File: config.mk
export PLATFORM = sky130hd
export DESIGN_NAME = fetch_unit
export DESIGN_NICKNAME = d
export VERILOG_FILES = /design/src/rtl/fetch_unit.sv
export SDC_FILE = /design/constraint.sdc
export NUM_CORES = 1
export LEC_CHECK = 0
export BUFFER_PORTS_ARGS = -buffer_cell sky130_fd_sc_hd__buf_2
export CAP_MARGIN = 25
export CORE_ASPECT_RATIO = 0.6
export CORE_MARGIN = 2
export CORE_UTILIZATION = 60
export CTS_CLUSTER_DIAMETER = 30
export DETAILED_ROUTE_END_ITERATION = 12
export PLACE_DENSITY = 0.86
export SYNTH_ARGS = -nofsm -noshare
export SYNTH_HDL_FRONTEND = slang
export SYNTH_SLANG_ARGS = --single-unit
export TNS_END_PERCENT = 5
File: constraint.sdc
create_clock -name clk -period 11.2 [get_ports clk]
set_input_delay 0.56 -clock clk [delete_from_list [all_inputs] [get_ports clk]]
set_output_delay 0.56 -clock clk [all_outputs]
set_load 0.01 [all_outputs]
File: src/rtl/fetch_unit.sv
`default_nettype none
// ============================================================================
//  Module   : fetch_unit
//  Purpose  : Instruction-fetch stage. Owns the PC, drives a synchronous
//             1-cycle-latency instruction ROM, buffers returned words in a
//             prefetch queue and hands them to decode over valid/ready.
//             Redirects (jr > jump > taken branch) flush the queue and use
//             an epoch bit to discard the word still in flight.
//  Options  : FETCH_PERF_CNT_EN adds saturating perf_fetched/perf_flushes.
//  Limits   : QDEPTH power of 2 and >= 2; ADDR_W <= 25.
//  Revision : 1.0  initial release
// ============================================================================
module fetch_unit #(
    parameter int ADDR_W   = 8,
    parameter int INSTR_W  = 32,
    parameter int IMM_W    = 16,
    parameter int QDEPTH   = 4,
    parameter int RESET_PC = 0
) (
    input  logic               clk,
    input  logic               reset,
    output logic [ADDR_W-1:0]  rom_addr,
    input  logic [INSTR_W-1:0] rom_q,
    output logic               out_valid,
    output logic [INSTR_W-1:0] out_instr,
    output logic [ADDR_W-1:0]  out_pc,
    input  logic               out_ready,
    input  logic               br_taken,
    input  logic [ADDR_W-1:0]  br_pc,
    input  logic [IMM_W-1:0]   br_imm,
    input  logic               jump,
    input  logic [25:0]        jump_index,
    input  logic               jr,
    input  logic [31:0]        jr_addr
`ifdef FETCH_PERF_CNT_EN
    ,
    output logic [31:0]        perf_fetched,
    output logic [15:0]        perf_flushes
`endif
);

    localparam int c_PTR_W = $clog2(QDEPTH);
    localparam int c_CNT_W = c_PTR_W + 1;
    // One spare bit above the wider operand guarantees non-empty padding.
    localparam int c_EXT_W = ((IMM_W > ADDR_W) ? IMM_W : ADDR_W) + 1;
    localparam logic [ADDR_W-1:0]  c_RESET_PC = ADDR_W'(RESET_PC);
    localparam logic [c_CNT_W-1:0] c_DEPTH    = c_CNT_W'(QDEPTH);

    // PC / in-flight tracking
    logic [ADDR_W-1:0]  r_fetch_pc;
    logic               r_epoch;
    logic               r_inflight;
    logic               r_tag_epoch;
    logic [ADDR_W-1:0]  r_tag_pc;

    // Prefetch queue
    logic [INSTR_W-1:0] r_q_instr [QDEPTH];
    logic [ADDR_W-1:0]  r_q_pc    [QDEPTH];
    logic [c_PTR_W-1:0] r_rd_ptr;
    logic [c_PTR_W-1:0] r_wr_ptr;
    logic [c_CNT_W-1:0] r_count;

    // Control
    logic               w_redirect;
    logic [ADDR_W-1:0]  w_target;
    logic [c_EXT_W-1:0] w_br_sum;
    logic [ADDR_W-1:0]  w_br_target;
    logic               w_issue;
    logic               w_push;
    logic               w_pop;
    logic               w_unused_bits;

    assign w_redirect = jr | jump | br_taken;

    // Branch target: br_pc + 1 + sext(br_imm), wrapped to the address space.
    assign w_br_sum = {{(c_EXT_W-ADDR_W){1'b0}}, br_pc}
                    + c_EXT_W'(1)
                    + {{(c_EXT_W-IMM_W){br_imm[IMM_W-1]}}, br_imm};
    assign w_br_target = w_br_sum[ADDR_W-1:0];

    // Bits above the address width carry no information for this stage.
    assign w_unused_bits = ^{jr_addr[31:ADDR_W], jump_index[25:ADDR_W],
                             w_br_sum[c_EXT_W-1:ADDR_W]};

    // Redirect target selection, jr has highest priority, branch lowest.
    always_comb begin
        w_target = w_br_target;
        if (jr) begin
            w_target = jr_addr[ADDR_W-1:0];
        end else if (jump) begin
            w_target = jump_index[ADDR_W-1:0];
        end
    end

    // Reserve a queue slot for every word in flight so a return never overflows.
    assign w_issue = !w_redirect && ((r_count + c_CNT_W'(r_inflight)) < c_DEPTH);
    // A returning word is kept only if no redirect happened since it was issued.
    assign w_push  = r_inflight && (r_tag_epoch == r_epoch) && !w_redirect;
    assign w_pop   = out_valid && out_ready;

    assign rom_addr  = r_fetch_pc;
    assign out_valid = (r_count != '0);
    assign out_instr = r_q_instr[r_rd_ptr];
    assign out_pc    = r_q_pc[r_rd_ptr];

    // PC advance, redirect handling and tagging of the word being fetched.
    always_ff @(posedge clk or posedge reset) begin
        if (reset) begin
            r_fetch_pc  <= c_RESET_PC;
            r_epoch     <= 1'b0;
            r_inflight  <= 1'b0;
            r_tag_epoch <= 1'b0;
            r_tag_pc    <= '0;
        end else begin
            r_inflight <= w_issue;
            if (w_redirect) begin
                r_fetch_pc <= w_target;
                r_epoch    <= ~r_epoch;
            end else if (w_issue) begin
                r_fetch_pc  <= r_fetch_pc + ADDR_W'(1);
                r_tag_epoch <= r_epoch;
                r_tag_pc    <= r_fetch_pc;
            end
        end
    end

    // Queue storage: written on push, contents otherwise held.
    always_ff @(posedge clk or posedge reset) begin
        if (reset) begin
            for (int i = 0; i < QDEPTH; i++) begin
                r_q_instr[i] <= '0;
                r_q_pc[i]    <= '0;
            end
        end else if (w_push) begin
            r_q_instr[r_wr_ptr] <= rom_q;
            r_q_pc[r_wr_ptr]    <= r_tag_pc;
        end
    end

    // Queue pointers and occupancy; a redirect empties the queue in place.
    always_ff @(posedge clk or posedge reset) begin
        if (reset) begin
            r_rd_ptr <= '0;
            r_wr_ptr <= '0;
            r_count  <= '0;
        end else if (w_redirect) begin
            r_rd_ptr <= r_wr_ptr;
            r_count  <= '0;
        end else begin
            if (w_push) begin
                r_wr_ptr <= r_wr_ptr + c_PTR_W'(1);
            end
            if (w_pop) begin
                r_rd_ptr <= r_rd_ptr + c_PTR_W'(1);
            end
            r_count <= r_count + c_CNT_W'(w_push) - c_CNT_W'(w_pop);
        end
    end

`ifdef FETCH_PERF_CNT_EN
    logic [31:0] r_perf_fetched;
    logic [15:0] r_perf_flushes;
    logic        w_flush_loss;

    // A flush only counts when it actually throws away a fetched word.
    assign w_flush_loss = w_redirect &&
                          ((r_count != '0) || (r_inflight && (r_tag_epoch == r_epoch)));

    // Saturating performance counters.
    always_ff @(posedge clk or posedge reset) begin
        if (reset) begin
            r_perf_fetched <= '0;
            r_perf_flushes <= '0;
        end else begin
            if (w_pop && (r_perf_fetched != '1)) begin
                r_perf_fetched <= r_perf_fetched + 32'd1;
            end
            if (w_flush_loss && (r_perf_flushes != '1)) begin
                r_perf_flushes <= r_perf_flushes + 16'd1;
            end
        end
    end

    assign perf_fetched = r_perf_fetched;
    assign perf_flushes = r_perf_flushes;
`endif

endmodule
`default_nettype wire
After elaboration in Yosys (flattened, before gate mapping)
Cells that the tools add are included.
{"block": "totals", "register_bits": 186, "word_cells": 65, "in_bits": 120}
{"block": "op_classes", "n_lt_le_gt_ge": 4, "muxes": 19, "reduce_logical": 11, "addsub": 8, "n_eq_ne": 1, "bitwise": 6}
{"op": "$bwmux W128", "n": 1}
{"op": "$mux W32", "n": 3}
{"op": "$bmux W32 S2", "n": 1}
{"op": "$demux W32 S2", "n": 1}
{"op": "$mux W8", "n": 7}
{"op": "$bwmux W32", "n": 1}
{"op": "$add A8 B1 Y8 const B", "n": 2}
{"op": "$bmux W8 S2", "n": 1}
{"op": "$demux W8 S2", "n": 1}
{"op": "$add A8 B8 Y8", "n": 1}
{"op": "$add A3 B1 Y3", "n": 2}
{"op": "$ge A3 B3 Y1 const B", "n": 2}
{"op": "$not A2 Y3", "n": 2}
{"op": "$logic_and A1 B1 Y1", "n": 5}
{"op": "$add A2 B1 Y2 const B", "n": 2}
{"op": "$mux W2", "n": 2}
{"op": "$reduce_and A2 Y1", "n": 2}
{"op": "$reduce_bool A2 Y1", "n": 2}
{"op": "$lt A3 B1 Y1 const B", "n": 1}
{"op": "$lt A3 B3 Y1 const B", "n": 1}
{"op": "$mux W3", "n": 1}
{"op": "$reduce_bool A3 Y1", "n": 1}
{"op": "$sub A3 B1 Y3", "n": 1}
{"op": "$not A1 Y1", "n": 2}
{"op": "3 further kinds", "n": 4}

Logic depth before layout (Yosys ltp)
Gate-level depths: netlist of run 1.
{"block": "logic_depth", "word_depth": 7, "depth_mapped": 12, "ltp_nobuf": 11}

Worst setup path before layout of run 1
OpenSTA, ideal clock, no wires.
{"block": "synth_path", "path_kind": "input-to-reg", "start": "input jump", "end": "register r_count[2]", "path_buffers": 1, "arrival_ns": 2.390, "path_stages": 12, "setup_slack_ns": 8.680, "cell_sequence": "nor3_4 -> and3_1 -> buf_4 -> inv_1 -> ha_1 -> inv_1 -> ha_1 -> inv_1 -> fa_1 -> xor2_1 -> xnor2_1 -> nor2_1"}
{"block": "synth_via", "elab_chain_len": 7}
{"element": "from (decl)", "line": "31", "text": "input logic jump,"}
{"element": "$or A1 B1 Y1 * (2 in a row)", "line": "73", "text": "assign w_redirect = jr | jump | br_taken;"}
{"element": "$logic_not A1 Y1", "line": "98", "text": "assign w_push = r_inflight && (r_tag_epoch == r_epoch) && !w_redirect;"}
{"element": "$logic_and A1 B1 Y1", "line": "98"}
{"element": "$add A3 B1 Y3", "line": "156", "text": "r_count <= r_count + c_CNT_W'(w_push) - c_CNT_W'(w_pop);"}
{"element": "$sub A3 B1 Y3", "line": "156"}
{"element": "$mux W3 *", "line": "146", "text": "end else if (w_redirect) begin"}
{"element": "to (signal assigned)", "line": "156"}
{"element": "to (decl)", "line": "61", "text": "logic [c_CNT_W-1:0] r_count;"}
Mark *: on every way between the ends. The rest lies on a longest branch, timed or not.
A chain may end at the register's enable or synchronous reset.

Final worst setup path of run 1
{"block": "layout_path", "start": "register r_rd_ptr[0]", "end": "output out_instr[15]"}
{"block": "layout_via", "elab_chain_len": 4}
{"element": "from (decl)", "line": "59", "text": "logic [c_PTR_W-1:0] r_rd_ptr;"}
{"element": "from (signal assigned)", "line": "147", "text": "r_rd_ptr <= r_wr_ptr;"}
{"element": "from (signal assigned)", "line": "154", "text": "r_rd_ptr <= r_rd_ptr + c_PTR_W'(1);"}
{"element": "$not A2 Y3 (implied by the code)", "line": "103", "text": "assign out_instr = r_q_instr[r_rd_ptr];"}
{"element": "$bmux W32 S2", "line": "103"}
{"element": "$mux W32 (implied by the code) (2 in a row)", "line": "103"}
{"element": "to (decl)", "line": "25", "text": "output logic [INSTR_W-1:0] out_instr,"}
Every way passes these cells. The select of a mux whose other input is x is not followed.

==> results of run 1 <==
## worst max-delay path: stages, from the launching register on
cell and delay (ns):
sky130_fd_sc_hd__dfrtp_2 0.77, sky130_fd_sc_hd__buf_4 0.57, sky130_fd_sc_hd__mux4_2 0.59, sky130_fd_sc_hd__buf_2 0.16
## power groups by stage
stage          clock network [µW]  registers (µW)  logic (µW)
6_report                      550             873         385
5_1_grt                       593             888         422
4_1_cts                       563             890         371
3_5_place_dp                    0             903         369
3_3_place_gp                    0             886         351
2_1_floorplan                   0             837         295
## synthesized netlist by cell type, drive strengths merged, types with 6 or more instances
| cell | number | area [µm²] |
|---|---|---|
| dfrtp | 186 | 4654 |
| xnor2 | 10 | 87.58 |
| buf | 24 | 220.2 |
| clkbuf | 8 | 30.03 |
| a21oi | 11 | 55.05 |
| nand2b | 6 | 37.54 |
| o21ai | 11 | 55.05 |
| nor2 | 14 | 52.55 |
| xor2 | 7 | 61.31 |
| nand2 | 14 | 62.56 |
| mux2 | 169 | 2053 |
| ha | 14 | 175.2 |
| mux4 | 40 | 900.9 |
| inv | 14 | 52.55 |
## routing by layer
layer  vias to the layer above  global-route usage [%]  routed length [µm]
li1                       2319                       -                   -
met2                       130                   37.86                8548
met4                         0                   5.752                 136
met3                        13                   5.862                 862
met5                         -                       0                   0
met1                      2721                   34.06                7972
## how the worst max path moves through the flow
| stage | end | depth (start not counted) | slack, ns |
|---|---|---|---|
| after floorplan | r_count[0] | 1 | 5.58 |
| after global placement | r_q_pc[27] | 6 | 8.06 |
| after detailed placement | r_q_instr[120] | 6 | 7.96 |
| after CTS | out_instr[11] | 3 | 8.05 |
| after global routing | out_instr[11] | 3 | 7.92 |
| final | out_instr[15] | 3 | 8.14 |
## state kept, by name (all words and copies together) (netlist names)
register,count
r_q_instr,128
rom_addr,8
r_wr_ptr,2
r_tag_epoch,1
r_count,3
r_q_pc,32
r_rd_ptr,2
r_inflight,1
r_tag_pc,8
r_epoch,1
## through the flow
step	std cells	cell area [µm²]	setup WS (ns)
finish	892	10060	8.137
detailed placement	860	9512	7.963
global route	892	10060	7.920
floorplan	569	8831	5.583
global placement	858	9464	8.061
CTS	891	10040	8.051
## cell families after synthesis
kind of cell / share of synthesized area [%]
multiplexers: 33.56
flip-flops: 52.71
AND/OR/NAND/NOR: 3.032
buffers and inverters: 3.429
AO/OA/AOI/OAI: 3.145
XOR/XNOR: 1.686
adder cells (fa/ha/maj): 2.437
## cell type report
| type | count | share of cell area, % |
|---|---|---|
| timing repair buffer | 126 | 6.912 |
| clock buffer | 19 | 4.401 |
| sequential | 186 | 46.27 |
| inverter | 14 | 0.5719 |
| multi-input combinational | 337 | 38.49 |
| clock inverter | 12 | 0.8951 |
| tap | 198 | 2.461 |
==> insert_results.sql, run 1 <==
INSERT INTO impl_metrics (metric_group, metric, value, unit) VALUES
('yosys', 'synth_sequential_area_ratio', '52.71', '%'),
('global_routing', 'grt_pass1_vias', '5648', ''),
('pwr', 'p_per_area', '179.6', 'nW/µm²'),
('final_layout', 'layout_common_cells', 'sky130_fd_sc_hd__dfrtp_1 (184), sky130_fd_sc_hd__mux2_1 (120), sky130_fd_sc_hd__buf_2 (118), sky130_fd_sc_hd__mux2_4 (40), sky130_fd_sc_hd__mux4_2 (40)', ''),
('pwr', 'cell_internal_pwr', '1287', 'µW'),
('yosys', 'cells_after_synthesis', '569', ''),
('setup_path', 'timing.reg2reg.setup_slack', '8.69', 'ns'),
('pwr', 'vdd.ir_drop.worst', '92.38', 'µV'),
('timing', 'finalMaxSlewViolations', '0', ''),
('yosys', 'synth_edf_count', '0', ''),
('cts', 'clock_tree_root_buffer_cell', 'sky130_fd_sc_hd__clkbuf_16', ''),
('place', 'hpwl_after_detailed_placement', '11.80', 'mm'),
('pwr', 'total_switching_power', '521.1', 'µW'),
('cts', 'cts_tree', 'built', ''),
('global_routing', 'grt_first_pass_wirelength', '29.39', 'mm'),
('global_routing', 'grt_overflow_total', '0', ''),
('place', 'place_congestion', '0.8009', ''),
('pwr', 'totalPowerFinal', '1808', 'µW'),
('setup_path', 'worst_r2r_endpoint', 'r_q_pc[27]', ''),
('setup_path', 'reg_to_reg_start', 'r_epoch', ''),
('place', 'port_buffers', '118', ''),
('timing', 'final_period_minus_worst_setup_slack', '3.063', 'ns'),
('pwr', 'power.sequential.fraction', '48.3', '%'),
('detailed_routing', 'remaining_drc_errors', '0', ''),
('yosys', 'post_synthesis_instance_area', '8831', 'µm²'),
('final_layout', 'layout-drive-gt1-share', '36.74', '%'),
('floorplanning', 'die_y', '97.98', 'µm'),
('detailed_routing', 'drt_iter0_drc', '321', ''),
('detailed_routing', 'totalWireLength', '17.52', 'mm'),
('pwr', 'switching_share', '28.82', '%'),
('yosys', 'synth_cell_types', '45', ''),
('floorplanning', 'initial_utilization', '61.24', '%'),
('global_routing', 'globalRouteTotalUtil', '23.92', '%'),
('yosys', 'yosys_warnings', '0', ''),
('cts', 'clk-insertion-delay-late', '0.42', 'ns'),
('timing', 'fmax', '0.3264', 'GHz'),
('worst_hold_path', 'worst_hold_path_type', 'input pin to asynchronous set/reset pin', ''),
('cts', 'hold_buffers', '0', ''),
('setup_path', 'element_type_at_the_critical_path_end', 'primary output', ''),
('pwr', 'p_leak', '0.005311', 'µW'),
('detailed_routing', 'post_detailed_route_count_of_antenna_violating_nets', '0', ''),
('timing', 'final_hold_viol_count', '0', ''),
('timing', 'worst_pin_slew', '1.011', 'ns'),
('timing', 'setup-tns-final', '0', 'ns'),
('timing', 'fin_hold_ws', '0.2808', 'ns'),
('cts', 'max-clock-path-buffers', '2', ''),
('floorplanning', 'number_of_core_rows', '34', ''),
('final_layout', 'layout.nets', '818', ''),
('detailed_routing', 'wl_per_cell', '19.64', 'µm'),
('timing', 'setup_repair_after_global_routing_missed_its_margin', 'false', ''),
('setup_path', 'crit_start', 'r_rd_ptr[0]', ''),
('final_layout', 'area.sequential', '4657', 'µm²'),
('final_layout', 'final_core_util', '69.79', '%'),
('cts', 'tritoncts_num_sinks', '186', ''),
('cts', 'post_cts_buffers', '0', ''),
('detailed_routing', 'vias_per_cell', '5.811', ''),
('final_layout', 'layout_commonest_cell', 'sky130_fd_sc_hd__dfrtp_1', ''),
('setup_path', 'critical_path_arrival', '2.50', 'ns'),
('cts', 'clock_tree.htree_level_count', '4', ''),
('global_routing', 'grt_start_max_net_pins', '95', ''),
('yosys', 'synthesis.area_per_instance', '15.52', 'µm²'),
('detailed_routing', 'detail_route.first_pass.iterations', '4', ''),
('final_layout', 'layout.filler_cells', '954', ''),
('outcome', 'outcome', 'finished clean', ''),
('detailed_routing', 'vias', '5183', ''),
('cts', 'post_cts_resize_count', '0', ''),
('floorplanning', 'die_width', '160.6', 'µm'),
('yosys', 'synth-seq-cells', '186', ''),
('timing', 'finalSetupViolCount', '0', ''),
('timing', 'skew', '0.01680', 'ns'),
('final_layout', 'multi_input_comb_area', '3874', 'µm²');
No activity file was read; power rests on OpenSTA's default activity.
==> run 2, diff against run 1 <==
CORE_UTILIZATION = 56   (was 60)
PLACE_DENSITY = 0.81   (was 0.86)
clock period = 3.1 ns   (was 11.2 ns; I/O delays follow)
==> run 2 against run 1 <==
The run now ends with hold timing left. Sequential cell count is the same. Sequential share of layout area shrank 1.9 points. Final area grew 4.3%. Combinational power grew to 3.8 times the previous value. Via count grew 3.0%. Count of clock-buffer cells in the layout shrank 2.
==> insert_results.sql, run 2 (synthesized netlist as in run 1, its figures left out) <==
INSERT INTO impl_metrics (metric_group, metric, value, unit) VALUES
('final_layout', 'layout-drive-gt1-share', '35.70', '%'),
('timing', 'setup-tns-final', '0', 'ns'),
('setup_path', 'required', '3.39', 'ns'),
('final_layout', 'biggest_registers_after_layout', 'r_q_instr: 128 flops, r_q_pc: 32 flops', ''),
('floorplanning', 'initial_utilization', '57.45', '%'),
('timing', 'setup_repair_after_global_routing_missed_its_margin', 'false', ''),
('setup_path', 'crit_chain', 'or3_1, and2_1, ha_1, inv_1, ha_1, inv_1, fa_1, xor2_1, xnor2_1, nor2_1', ''),
('floorplanning', 'dieArea', '16820', 'µm²'),
('detailed_routing', 'remaining_drc_errors', '0', ''),
('timing', 'fin_hold_ws', '-0.04673', 'ns'),
('detailed_routing', 'totalWireLength', '18.33', 'mm'),
('timing', 'skew', '0.01477', 'ns'),
('setup_path', 'max_stage_delay', '0.43', 'ns'),
('timing', 'final_period_minus_worst_setup_slack', '2.445', 'ns'),
('setup_path', 'reg_to_reg_start', 'r_count[1]', ''),
('cts', 'cts_tree', 'built', ''),
('place', 'preCtsSetupSlack', '0.5979', 'ns'),
('final_layout', 'layout_common_cells', 'sky130_fd_sc_hd__dfrtp_1 (184), sky130_fd_sc_hd__mux2_1 (120), sky130_fd_sc_hd__buf_2 (118), sky130_fd_sc_hd__mux2_4 (40), sky130_fd_sc_hd__mux4_2 (40)', ''),
('floorplanning', 'die_y', '101.3', 'µm'),
('detailed_routing', 'dr_wl_met3', '785', 'µm'),
('pwr', 'vdd.ir_drop.worst', '388.4', 'µV'),
('cts', 'clock_tree_root_buffer_cell', 'sky130_fd_sc_hd__clkbuf_16', ''),
('final_layout', 'layout_commonest_cell', 'sky130_fd_sc_hd__dfrtp_1', ''),
('timing', 'finalMaxSlewViolations', '0', ''),
('global_routing', 'grt_first_pass_wirelength', '30.39', 'mm'),
('detailed_routing', 'top_layer', 'met4', ''),
('global_routing', 'grt_overflow_total', '0', ''),
('setup_path', 'critical_path_arrival', '2.73', 'ns'),
('cts', 'post_cts_resize_count', '0', ''),
('global_routing', 'globalRouteTotalUtil', '23.21', '%'),
('detailed_routing', 'detail_route.first_pass.iterations', '6', ''),
('cts', 'max-clock-path-buffers', '2', ''),
('detailed_routing', 'post_detailed_route_count_of_antenna_violating_nets', '0', ''),
('detailed_routing', 'vias', '5338', ''),
('detailed_routing', 'detailroute.wirelength.met2', '8.859', 'mm'),
('global_routing', 'grt_antenna_before_repair', '0', ''),
('final_layout', 'layout.nets', '854', ''),
('final_layout', 'final_core_util', '68.27', '%'),
('final_layout', 'insertedDiodeCount', '0', ''),
('cts', 'clock_tree.htree_level_count', '4', ''),
('detailed_routing', 'drt_iter0_drc', '333', ''),
('setup_path', 'worst-setup-path-type', 'flop to flop', ''),
('setup_path', 'reg2reg_depth', '10', ''),
('timing', 'final_min_period_over_clock_period', '78.88', '%'),
('setup_path', 'element_type_at_the_critical_path_end', 'flop', ''),
('detailed_routing', 'vias_per_cell', '5.715', ''),
('pwr', 'p_leak', '0.005500', 'µW'),
('timing', 'fmax', '0.4089', 'GHz'),
('final_layout', 'reg_with_most_ffs', 'r_q_instr', ''),
('final_layout', 'flip_flop_count_of_the_largest_register_after_layout', '128', ''),
('cts', 'clk_pin_slew', '0.08', 'ns'),
('pwr', 'p_per_area', '647.5', 'nW/µm²'),
('timing', 'final_hold_viol_count', '6', ''),
('global_routing', 'grt_pass1_vias', '5807', ''),
('setup_path', 'cp_max_fo', '4', ''),
('cts', 'tritoncts_num_sinks', '186', ''),
('setup_path', 'timing.reg2reg.setup_slack', '0.65', 'ns'),
('timing', 'worst_pin_slew', '1.026', 'ns'),
('place', 'port_buffers', '118', ''),
('floorplanning', 'io_pins', '169', ''),
('setup_path', 'cp_slowest_cell', 'sky130_fd_sc_hd__dfrtp_1', ''),
('detailed_routing', 'wl_per_cell', '19.62', 'µm'),
('setup_path', 'cp.buffers_inverters', '2', ''),
('setup_path', 'worst_r2r_endpoint', 'r_count[2]', ''),
('timing', 'finalSetupViolCount', '0', ''),
('final_layout', 'areaGrowthSynthToFinish', '18.83', '%'),
('outcome', 'failed_checks', 'hold timing', ''),
('cts', 'clk-insertion-delay-late', '0.43', 'ns'),
('outcome', 'outcome', 'finished, violations left', ''),
('timing', 'timing.max_slew.rel_slack', '31.59', '%'),
('global_routing', 'grt_start_max_net_pins', '187', ''),
('worst_hold_path', 'worst_hold_path_type', 'input pin to asynchronous set/reset pin', ''),
('place', 'hpwl_after_detailed_placement', '11.86', 'mm'),
('flow_run', 'max-cap-violations', '0', ''),
('setup_path', 'cpLargestDelayFamily', 'adder cells', ''),
('detailed_routing', 'detail_route.wirelength.met1', '8.470', 'mm'),
('place', 'place_congestion', '0.8241', ''),
('floorplanning', 'die_width', '166.1', 'µm'),
('floorplanning', 'placeableCoreArea', '15370', 'µm²'),
('pwr', 'totalPowerFinal', '6795', 'µW'),
('cts', 'cts_buf_count', '17', ''),
('timing', 'layout_setup_ws', '0.6547', 'ns'),
('setup_path', 'worst_setup_path_start_kind', 'flop', ''),
('floorplanning', 'number_of_core_rows', '35', '');
-- run 2: what timing repair did --
action / in CTS / in global routing
hold buffers: 32 / 0
hold endpoints to repair: 107 / 0
buffers inserted: 0 / 0
-- run 2: metrics by stage --
stage               instances  area [µm²]  hold WS, ns
global route              934       10490     0.006762
detailed placement        870        9572       0.4075
CTS                       934       10490    0.0002289
finish                    934       10490     -0.04673
floorplan                 569        8835       0.2818
global placement          870        9572       0.3808
-- run 2: power by group --
group          total, µW  internal (µW)  switching [µW]  leakage (µW)
Combinational       1450            805             647       0.00268
Sequential          3150           2820             333       0.00252
Clock               2190           1160            1030      0.000296
-- run 2: cell type report --
cell class	count	area (µm²)
Clock inverter	15	176.4
Tap cell	203	254.0
Timing Repair Buffer	162	1051
Clock buffer	17	425.4
Multi-Input combinational cell	337	3874
Inverter	14	56.30
Sequential cell	186	4657
Fill cell	1014	4877
-- run 2: tightest hold or removal path: stages --
cell                         delay (ns)
sky130_fd_sc_hd__buf_2             0.11
sky130_fd_sc_hd__clkinvlp_4        0.07
sky130_fd_sc_hd__buf_12            0.61
-- run 2: worst max path at each step --
stage / slack (ns) / from / cells past startpoint / end
final: 0.65 / r_count[1] / 10 / r_count[2]
after global routing: 0.49 / r_count[1] / 10 / r_count[2]
after CTS: 0.65 / r_count[1] / 10 / r_count[2]
after detailed placement: 0.60 / jr / 12 / r_count[2]
after global placement: 0.69 / jr / 12 / r_count[2]
after floorplan: 0.55 / reset / 1 / r_count[0]
-- run 2: layer usage --
layer	up-vias	global-route usage [%]
met3	26	4.377
met4	0	7.826
met1	2789	31.43
li1	2396	-
met2	127	38.81
met5	-	0
